==> src/rtl/memory_io_controller.sv <==
// CPU memory/MMIO controller: one request becomes a wait-stated SRAM access
// or an access to LC-3 style status/data register pairs of input/output devices.
module memory_io_controller #(
    parameter int                ADDR_W      = 16,
    parameter int                DATA_W      = 16,
    parameter int                WAIT_STATES = 1,
    parameter int                NUM_IN      = 1,
    parameter int                NUM_OUT     = 1,
    parameter logic [ADDR_W-1:0] MMIO_BASE   = 16'hFE00
) (
    input  logic                      Clk,
    input  logic                      Reset_N,
    input  logic                      Req,
    input  logic                      R_W,
    input  logic [ADDR_W-1:0]         Addr,
    input  logic [DATA_W-1:0]         WData,
    output logic [DATA_W-1:0]         RData,
    output logic                      Ack,
    output logic                      Mem_CE,
    output logic                      Mem_OE,
    output logic                      Mem_WE,
    output logic                      Mem_LB,
    output logic                      Mem_UB,
    output logic [ADDR_W-1:0]         Mem_Addr,
    output logic [DATA_W-1:0]         Mem_WData,
    input  logic [DATA_W-1:0]         Mem_RData,
    input  logic [NUM_IN-1:0]         In_Valid,
    input  logic [NUM_IN*DATA_W-1:0]  In_Data,
    output logic [NUM_OUT-1:0]        Out_Valid,
    output logic [NUM_OUT*DATA_W-1:0] Out_Data,
    input  logic [NUM_OUT-1:0]        Out_Ready
);

    typedef enum logic [2:0] {S_IDLE, S_SRAM, S_OUTWAIT, S_ACK, S_DONE} state_t;

    localparam logic [ADDR_W-3:0] LP_NUM_IN  = (ADDR_W-2)'(NUM_IN);
    localparam logic [ADDR_W-3:0] LP_DEV_END = (ADDR_W-2)'(NUM_IN + NUM_OUT);

    state_t              r_state, w_state_nxt;
    logic [3:0]          r_cnt;
    logic                r_ack, r_ce, r_oe, r_we;
    logic [DATA_W-1:0]   r_rdata, r_mem_wdata;
    logic [ADDR_W-1:0]   r_mem_addr;
    logic [DATA_W-1:0]   r_in_data [NUM_IN];
    logic [NUM_IN-1:0]   r_in_flag, r_in_ovr;
    logic [DATA_W-1:0]   r_out_data [NUM_OUT];
    logic [NUM_OUT-1:0]  r_out_valid;

    logic [ADDR_W-1:0]   w_off;
    logic [ADDR_W-3:0]   w_dev;
    logic                w_is_mmio, w_is_stat, w_is_data, w_in_hit, w_out_hit;
    logic [1:0]          w_in_idx, w_out_idx;
    logic [DATA_W-1:0]   w_rd_val;
    logic                w_out_busy;
    logic                w_sram_start, w_sram_done, w_mmio_rd, w_out_load;

    assign w_is_mmio = (Addr >= MMIO_BASE);
    assign w_off     = Addr - MMIO_BASE;
    assign w_dev     = w_off[ADDR_W-1:2];
    assign w_is_stat = (w_off[1:0] == 2'd0);
    assign w_is_data = (w_off[1:0] == 2'd2);
    assign w_in_hit  = w_is_mmio && (w_dev < LP_NUM_IN);
    assign w_out_hit = w_is_mmio && !w_in_hit && (w_dev < LP_DEV_END);
    assign w_in_idx  = w_dev[1:0];
    assign w_out_idx = 2'(w_dev - LP_NUM_IN);

    always_comb begin
        w_rd_val   = '0;
        w_out_busy = 1'b0;
        for (int unsigned i = 0; i < NUM_IN; i++) begin
            if (w_in_hit && w_in_idx == 2'(i)) begin
                if (w_is_stat) begin
                    w_rd_val[15] = r_in_flag[i];
                    w_rd_val[14] = r_in_ovr[i];
                end else if (w_is_data) begin
                    w_rd_val = r_in_data[i];
                end
            end
        end
        for (int unsigned j = 0; j < NUM_OUT; j++) begin
            if (w_out_hit && w_out_idx == 2'(j)) begin
                w_out_busy = r_out_valid[j];
                if (w_is_stat)      w_rd_val[15] = ~r_out_valid[j];
                else if (w_is_data) w_rd_val     = r_out_data[j];
            end
        end
    end

    always_comb begin
        w_state_nxt  = r_state;
        w_sram_start = 1'b0;
        w_sram_done  = 1'b0;
        w_mmio_rd    = 1'b0;
        w_out_load   = 1'b0;
        case (r_state)
            S_IDLE: begin
                if (Req) begin
                    if (!w_is_mmio) begin
                        w_state_nxt  = S_SRAM;
                        w_sram_start = 1'b1;
                    end else if (R_W && w_out_hit && w_is_data && w_out_busy) begin
                        w_state_nxt = S_OUTWAIT;
                    end else begin
                        w_state_nxt = S_ACK;
                        w_mmio_rd   = !R_W;
                        w_out_load  = R_W && w_out_hit && w_is_data;
                    end
                end
            end
            S_SRAM: begin
                if (r_cnt == 4'd0) begin
                    w_state_nxt = S_ACK;
                    w_sram_done = 1'b1;
                end
            end
            S_OUTWAIT: begin
                if (!w_out_busy) begin
                    w_state_nxt = S_ACK;
                    w_out_load  = 1'b1;
                end
            end
            S_ACK:   w_state_nxt = S_DONE;
            S_DONE:  if (!Req) w_state_nxt = S_IDLE;
            default: w_state_nxt = S_IDLE;
        endcase
    end

    always_ff @(posedge Clk or negedge Reset_N) begin
        if (!Reset_N) r_state <= S_IDLE;
        else          r_state <= w_state_nxt;
    end

    always_ff @(posedge Clk or negedge Reset_N) begin
        if (!Reset_N) begin
            r_ack       <= 1'b0;
            r_ce        <= 1'b0;
            r_oe        <= 1'b0;
            r_we        <= 1'b0;
            r_cnt       <= '0;
            r_rdata     <= '0;
            r_mem_addr  <= '0;
            r_mem_wdata <= '0;
            r_in_flag   <= '0;
            r_in_ovr    <= '0;
            r_out_valid <= '0;
            for (int unsigned i = 0; i < NUM_IN; i++)  r_in_data[i]  <= '0;
            for (int unsigned j = 0; j < NUM_OUT; j++) r_out_data[j] <= '0;
        end else begin
            r_ack <= (w_state_nxt == S_ACK);
            if (w_sram_start) begin
                r_cnt       <= 4'(WAIT_STATES);
                r_ce        <= 1'b1;
                r_oe        <= !R_W;
                r_we        <= R_W;
                r_mem_addr  <= Addr;
                r_mem_wdata <= WData;
            end else if (r_state == S_SRAM && r_cnt != 4'd0) begin
                r_cnt <= r_cnt - 4'd1;
            end
            if (w_sram_done) begin
                r_ce    <= 1'b0;
                r_oe    <= 1'b0;
                r_we    <= 1'b0;
                r_rdata <= Mem_RData;
            end
            if (w_mmio_rd) r_rdata <= w_rd_val;
            // A capture in the same cycle as a register read overrides the read's clear.
            for (int unsigned i = 0; i < NUM_IN; i++) begin
                if (w_mmio_rd && w_in_hit && w_in_idx == 2'(i) && w_is_stat) r_in_ovr[i] <= 1'b0;
                if (In_Valid[i]) begin
                    r_in_data[i] <= In_Data[i*DATA_W +: DATA_W];
                    r_in_flag[i] <= 1'b1;
                    if (r_in_flag[i]) r_in_ovr[i] <= 1'b1;
                end else if (w_mmio_rd && w_in_hit && w_in_idx == 2'(i) && w_is_data) begin
                    r_in_flag[i] <= 1'b0;
                end
            end
            for (int unsigned j = 0; j < NUM_OUT; j++) begin
                if (w_out_load && w_out_idx == 2'(j)) begin
                    r_out_valid[j] <= 1'b1;
                    r_out_data[j]  <= WData;
                end else if (r_out_valid[j] && Out_Ready[j]) begin
                    r_out_valid[j] <= 1'b0;
                end
            end
        end
    end

    always_comb begin
        Out_Data = '0;
        for (int unsigned j = 0; j < NUM_OUT; j++) Out_Data[j*DATA_W +: DATA_W] = r_out_data[j];
    end

    assign Ack       = r_ack;
    assign RData     = r_rdata;
    assign Mem_CE    = r_ce;
    assign Mem_LB    = r_ce;
    assign Mem_UB    = r_ce;
    assign Mem_OE    = r_oe;
    assign Mem_WE    = r_we;
    assign Mem_Addr  = r_mem_addr;
    assign Mem_WData = r_mem_wdata;
    assign Out_Valid = r_out_valid;

endmodule

==> config.mk <==
export PLATFORM = sky130hd
export DESIGN_NAME = memory_io_controller
export DESIGN_NICKNAME = d
export VERILOG_FILES = /design/src/rtl/memory_io_controller.sv
export SDC_FILE = /design/constraint.sdc
export NUM_CORES = 1
export LEC_CHECK = 0
export BUFFER_PORTS_ARGS = -buffer_cell sky130_fd_sc_hd__buf_2
export CAP_MARGIN = 25
export CORE_MARGIN = 3
export CORE_UTILIZATION = 50
export DETAILED_ROUTE_END_ITERATION = 10
export MAX_ROUTING_LAYER = met4
export PLACE_DENSITY = 0.86
export SYNTH_ARGS = -nofsm -noshare
export SYNTH_HDL_FRONTEND = slang
export SYNTH_SLANG_ARGS = --single-unit
==> constraint.sdc <==
create_clock -name Clk -period 2.8 [get_ports Clk]
set_clock_uncertainty 0.15 [all_clocks]
set_input_delay 0.56 -clock Clk [delete_from_list [all_inputs] [get_ports Clk]]
set_output_delay 0.56 -clock Clk [all_outputs]
set_load 0.1 [all_outputs]
# [Yosys cells after proc, flatten, opt, wreduce, memory -nomap -nowiden]
# Index checks and enable logic that the tools add are counted.
[classes] eq_ne=6 add_sub_neg=3 reduce_logical=28 n_lt_le_gt_ge=3 muxes=47 bitwise_logic=1
[ops] operator="$mux 16" count=6
[ops] operator="$mux 1" count=29
[ops] operator="$ge 16x16->1 const B" count=1
[ops] operator="$sub 16x16->16 const B" count=1
[ops] operator="$logic_and 1x1->1" count=15
[ops] operator="$mux 15" count=1
[ops] operator="$pmux 3 s5" count=1
[ops] operator="$lt 14x1->1 const B" count=1
[ops] operator="$lt 14x2->1 const B" count=1
[ops] operator="$mux 14" count=1
[ops] operator="$mux 3" count=4
[ops] operator="$reduce_bool 2->1" count=5
[ops] operator="$eq 3x2->1 const B" count=3
[ops] operator="$mux 4" count=2
[ops] operator="$logic_not 2->1" count=3
[ops] operator="$logic_not 4->1" count=1
[ops] operator="$mux 2" count=2
[ops] operator="$reduce_bool 4->1" count=1
[ops] operator="$sub 4x1->4 const B" count=1
[ops] operator="$eq 3x1->1 const B" count=1
[ops] operator="$eq 3x3->1 const B" count=1
[ops] operator="$logic_not 3->1" count=1
[ops] operator="$eq 2x2->1 const B" count=1
[ops] operator="$logic_not 1->1" count=2
[ops] operator="3 further kinds" count=3
[word_totals] in_bits=70 register_bits=94 wordCells=102

# [Logic depth before layout (Yosys ltp)]
[logic_depth] word_depth=19 depth_mapped=8 depth_no_buf=7

# [Worst setup path before layout]
# No wires, ideal clock.
[synth_timing] path_kind="input port to flip-flop" from="input port Addr[9]" to="register r_out_data (netlist bit Out_Data[14])" setup_ns=0.126 stages=7 n_path_buf=1 t_arrival_ns=2.401 setup_slack_ns=0.123 path_cell_list="ha_1 -> and3b_1 -> nand4_2 -> or3_4 -> o221ai_4 -> buf_8 -> mux2_4"
[synth_between] elab_chain_len=14 elab_cells_between_ends=19 cone_classes="1 x add/sub; 3 x order compare; 6 x mux; 9 x reduce/logical"
[synth_rtl] element="from (decl)" line_no="15" source="input logic [ADDR_W-1:0] Addr,"
[synth_rtl] element="$sub 16x16->16" line_no="58" source="assign w_off = Addr - MMIO_BASE;"
[synth_rtl] element="$lt 14x1->1" line_no="62" source="assign w_in_hit = w_is_mmio && (w_dev < LP_NUM_IN);"
[synth_rtl] element="$logic_and 1x1->1" line_no="62"
[synth_rtl] element="$logic_not 1->1" line_no="63" source="assign w_out_hit = w_is_mmio && !w_in_hit && (w_dev < LP_DEV_END);"
[synth_rtl] element="$logic_and 1x1->1 (2 in series)" line_no="63"
[synth_rtl] element="$logic_and 1x1->1 (on tied branches)" line_no="81, 101, 106"
[synth_rtl] element="$mux 1 / $logic_and 1x1->1 (equally long branches)" line_no="81, 101, 106"
[synth_rtl] element="$logic_and 1x1->1" line_no="101" source="end else if (R_W && w_out_hit && w_is_data && w_out_busy) begin"
[synth_rtl] element="$mux 1" line_no="101"
[synth_rtl] element="$mux 1" line_no="98" source="if (!w_is_mmio) begin"
[synth_rtl] element="$mux 1" line_no="97" source="if (Req) begin"
[synth_rtl] element="$pmux 1 s2 *" line_no="95" source="case (r_state)"
[synth_rtl] element="$logic_and 1x1->1 *" line_no="179" source="if (w_out_load && w_out_idx == 2'(j)) begin"
[synth_rtl] element="to (signal, indexed assignment)" line_no="181" source="r_out_data[j] <= WData;"
[synth_rtl] element="to (decl)" line_no="46" source="logic [DATA_W-1:0] r_out_data [NUM_OUT];"
# Every way passes the cells marked *; elsewhere a longest branch is shown, timed or not.
# A chain may end at the register's enable or synchronous reset.

# [Final worst setup path]
[layout_timing] from="input port Addr[9]" to="register r_out_data (netlist bit Out_Data[4])"
# The elaborated chain is that of the path after synthesis.

==> impl_metrics.env <==
export IMPL_routed_wl_mm=10.8
export IMPL_firstDrtPassIters=4
export IMPL_finish_net_count=622
export IMPL_cts_setup_buffers=0
export IMPL_worst_slack_ps=347
export IMPL_cts_hold_buffers=0
export IMPL_cp_end_kind="flop"
export IMPL_ys_seq_elements=94
export IMPL_worstSkewPairLatency_ps=340
export IMPL_nFillCells=695
export IMPL_netlist_top_cells_area="dfrtp_1 (55%), nand2_1 (11%), mux2_2 (9.7%), nand3_1 (3.7%), mux2_4 (3.2%)"
export IMPL_grt_overflow_total=0
export IMPL_ys_types=50
export IMPL_slew_limit_headroom_pct=54.7
export IMPL_synth_top_cells_by_count="nand2_1 (130), dfrtp_1 (94), mux2_2 (37)"
export IMPL_status="complete, no violations"
export IMPL_vias_per_cell=5.35
export IMPL_hold_violations=0
export IMPL_grt_util_met2_pct=38.8
export IMPL_numPortBuffers=140
export IMPL_num_vias=3525
export IMPL_period_share_pct=87.6
export IMPL_core_sq_um=8260
export IMPL_worstHoldPathType="in2async"
export IMPL_ios=141
export IMPL_setup_viol=0
export IMPL_dieWidth_um=98.6
export IMPL_critPathKind="in2reg"
export IMPL_grt_max_degree=62
export IMPL_synthArstFlopShare_pct=100
export IMPL_areaGrowthSynthToFinish_pct=26.1
export IMPL_grt_pass1_vias=3644
export IMPL_ant_nets=0
export IMPL_slowest_stage="or3_4"
export IMPL_place_congestion=0.897
export IMPL_syn_inst=405
export IMPL_top_usage_layer="met2"
export IMPL_initial_utilization_pct=51.9
export IMPL_n_antenna_cell=0
export IMPL_clk_path_buf_depth=2
export IMPL_syn_avg_cell_area_sq_um=10.6
export IMPL_synth_top_cell_by_area="dfrtp_1"
export IMPL_maxCapViolations=0
export IMPL_synth_edf_count=0
export IMPL_worstPathCellList="buf_2, ha_1, and3b_1, nand4_2, or3_4, o221ai_4, buf_12, mux2_2"
export IMPL_core_rowCount=33
export IMPL_yosysMostFrequentCell="nand2_1"
export IMPL_slowest_delay_ps=440
export IMPL_report_final_slew_viol_count=0
export IMPL_cts_tree="done"
export IMPL_drt_iter0_markers=158
export IMPL_fin_tns_setup_ps=0
export IMPL_dieArea_sq_um=9720
export IMPL_antenna_found_initial=0
export IMPL_synth_area_sq_um=4280
export IMPL_rsz0062_at_grt="no"
export IMPL_met3_usage_pct=4.32
export IMPL_required_ps=2890
export IMPL_synth_top_area_share_pct=54.9
export IMPL_cts_buffers=9
export IMPL_synth_flop_cell="dfrtp_1"
export IMPL_synth_nets=478
export IMPL_clkTransAtPathRegs_ps=90
export IMPL_grt_pass1_wl_mm=17.8
export IMPL_synth_seq_area_share_pct=54.9
export IMPL_grtUsageMet1_pct=30.5
export IMPL_die_h_um=98.6
export IMPL_cts_resized=0
export IMPL_h_tree_depth=3
export IMPL_arrival_ps=2540
export IMPL_root_buffer="clkbuf_8"
export IMPL_grt_usage_pct=23.7
export IMPL_crit_path_start_kind="primary input"
export IMPL_worst_pin_slew_ps=670
export IMPL_fmax_mhz=408
export IMPL_cp_max_fo=17
export IMPL_wl_per_cell_um=16.4
export IMPL_dp_slack_ps=-24.5
export IMPL_clock_sinks=94
export IMPL_yosys_warnings=0
export IMPL_final_layout_size_suffix_gt1_share_pct=41.3
export IMPL_min_period_ps=2450
export IMPL_dp_hpwl_mm=8.05
export IMPL_drc_errors=0
==> cell usage in the layout, fill, tap and decap left out, drive strengths merged, types with 3 or more instances in the layout <==
cell type / Yosys / final
nor2: 5 / 5
clkinvlp: 0 / 3
a21oi: 3 / 3
nand4: 3 / 3
mux2: 46 / 46
a31oi: 3 / 3
nand3: 32 / 32
nand2: 130 / 130
clkbuf: 16 / 11
dfrtp: 94 / 94
o21ai: 6 / 6
o31ai: 3 / 3
ha: 3 / 3
nor4b: 4 / 4
mux2i: 4 / 4
nor3: 4 / 4
and2: 5 / 5
and3: 3 / 3
inv: 5 / 5
nor4: 4 / 4
buf: 7 / 156
==> registers in the layout (all words and copies together) (netlist names), 3 cells and up <==
name	cells
r_state	3
Mem_Addr	16
Mem_WData	16
r_in_data	16
r_cnt	4
Out_Data	16
RData	16
==> worst max-delay path: cells and delay by family <==
kind                     cells  cell delay [ps]
AO/OA/AOI/OAI                1              200
adder cells (fa/ha/maj)      1              270
buffers and inverters        2              310
multiplexers                 1              350
AND/OR/NAND/NOR              3              850
==> path summary, 6_finish.rpt <==
kind                            cells after the start  slack [ps]               startpoint                      end
worst max-delay path                                8         350                  Addr[9]  Out_Data[4]$_DFFE_PN0P_
worst min-delay path                                1           1                  Reset_N       Mem_CE$_DFFE_PN0P_
worst max register to register                      6         380     r_state[1]$_DFF_PN0_  Out_Data[8]$_DFFE_PN0P_
worst min register to register                      2         330  Mem_Addr[6]$_DFFE_PN0P_  Mem_Addr[6]$_DFFE_PN0P_
max in group asynchronous                           2        1820                  Reset_N  Mem_Addr[7]$_DFFE_PN0P_
min in group Clk                                    2         260                Out_Ready    Out_Valid$_DFFE_PN0P_
==> final cells by class <==
class	instances	area, sq um	share of cell area (%)
flip-flops and latches	94	2350	43.5
inverters	5	18.8	0.347
multi-input cells	283	1820	33.6
well taps	105	131	2.43
repair buffers	156	873	16.2
clock buffers	11	151	2.80
clock inverters	5	57.6	1.07
==> per-stage QoR <==
step / hold WS, ps / cell area [sq um] / utilization (%) / cells
after floorplan: 114 / 4280 / - / 405
after global placement: 303 / 5190 / 62.9 / 643
after detailed placement: 307 / 5190 / 62.9 / 643
after CTS: 6.03 / 5400 / 65.4 / 659
after global routing: 4.29 / 5400 / 65.4 / 659
final: 1.16 / 5400 / 65.4 / 659
==> routing by layer <==
layer	vias up	part of all wire, %
met3	10	6.9
met5	-	0
met4	0	0.90
met1	1710	42
li1	1655	-
met2	150	50
==> cell families (layout without fill, tap and decap cells) <==
group / after synthesis / after routing / synth area share [%]
flops: 94 / 94 / 54.9
mux: 50 / 50 / 13.8
compound gates: 27 / 27 / 4.73
xor+xnor: 3 / 3 / 0.613
simple gates: 200 / 200 / 21.9
fa+ha+maj: 3 / 3 / 0.876
buf+inv: 28 / 177 / 3.15
Power is not shown: default switching activity piles up to over one toggle a cycle in this logic, so the estimate is an artifact.
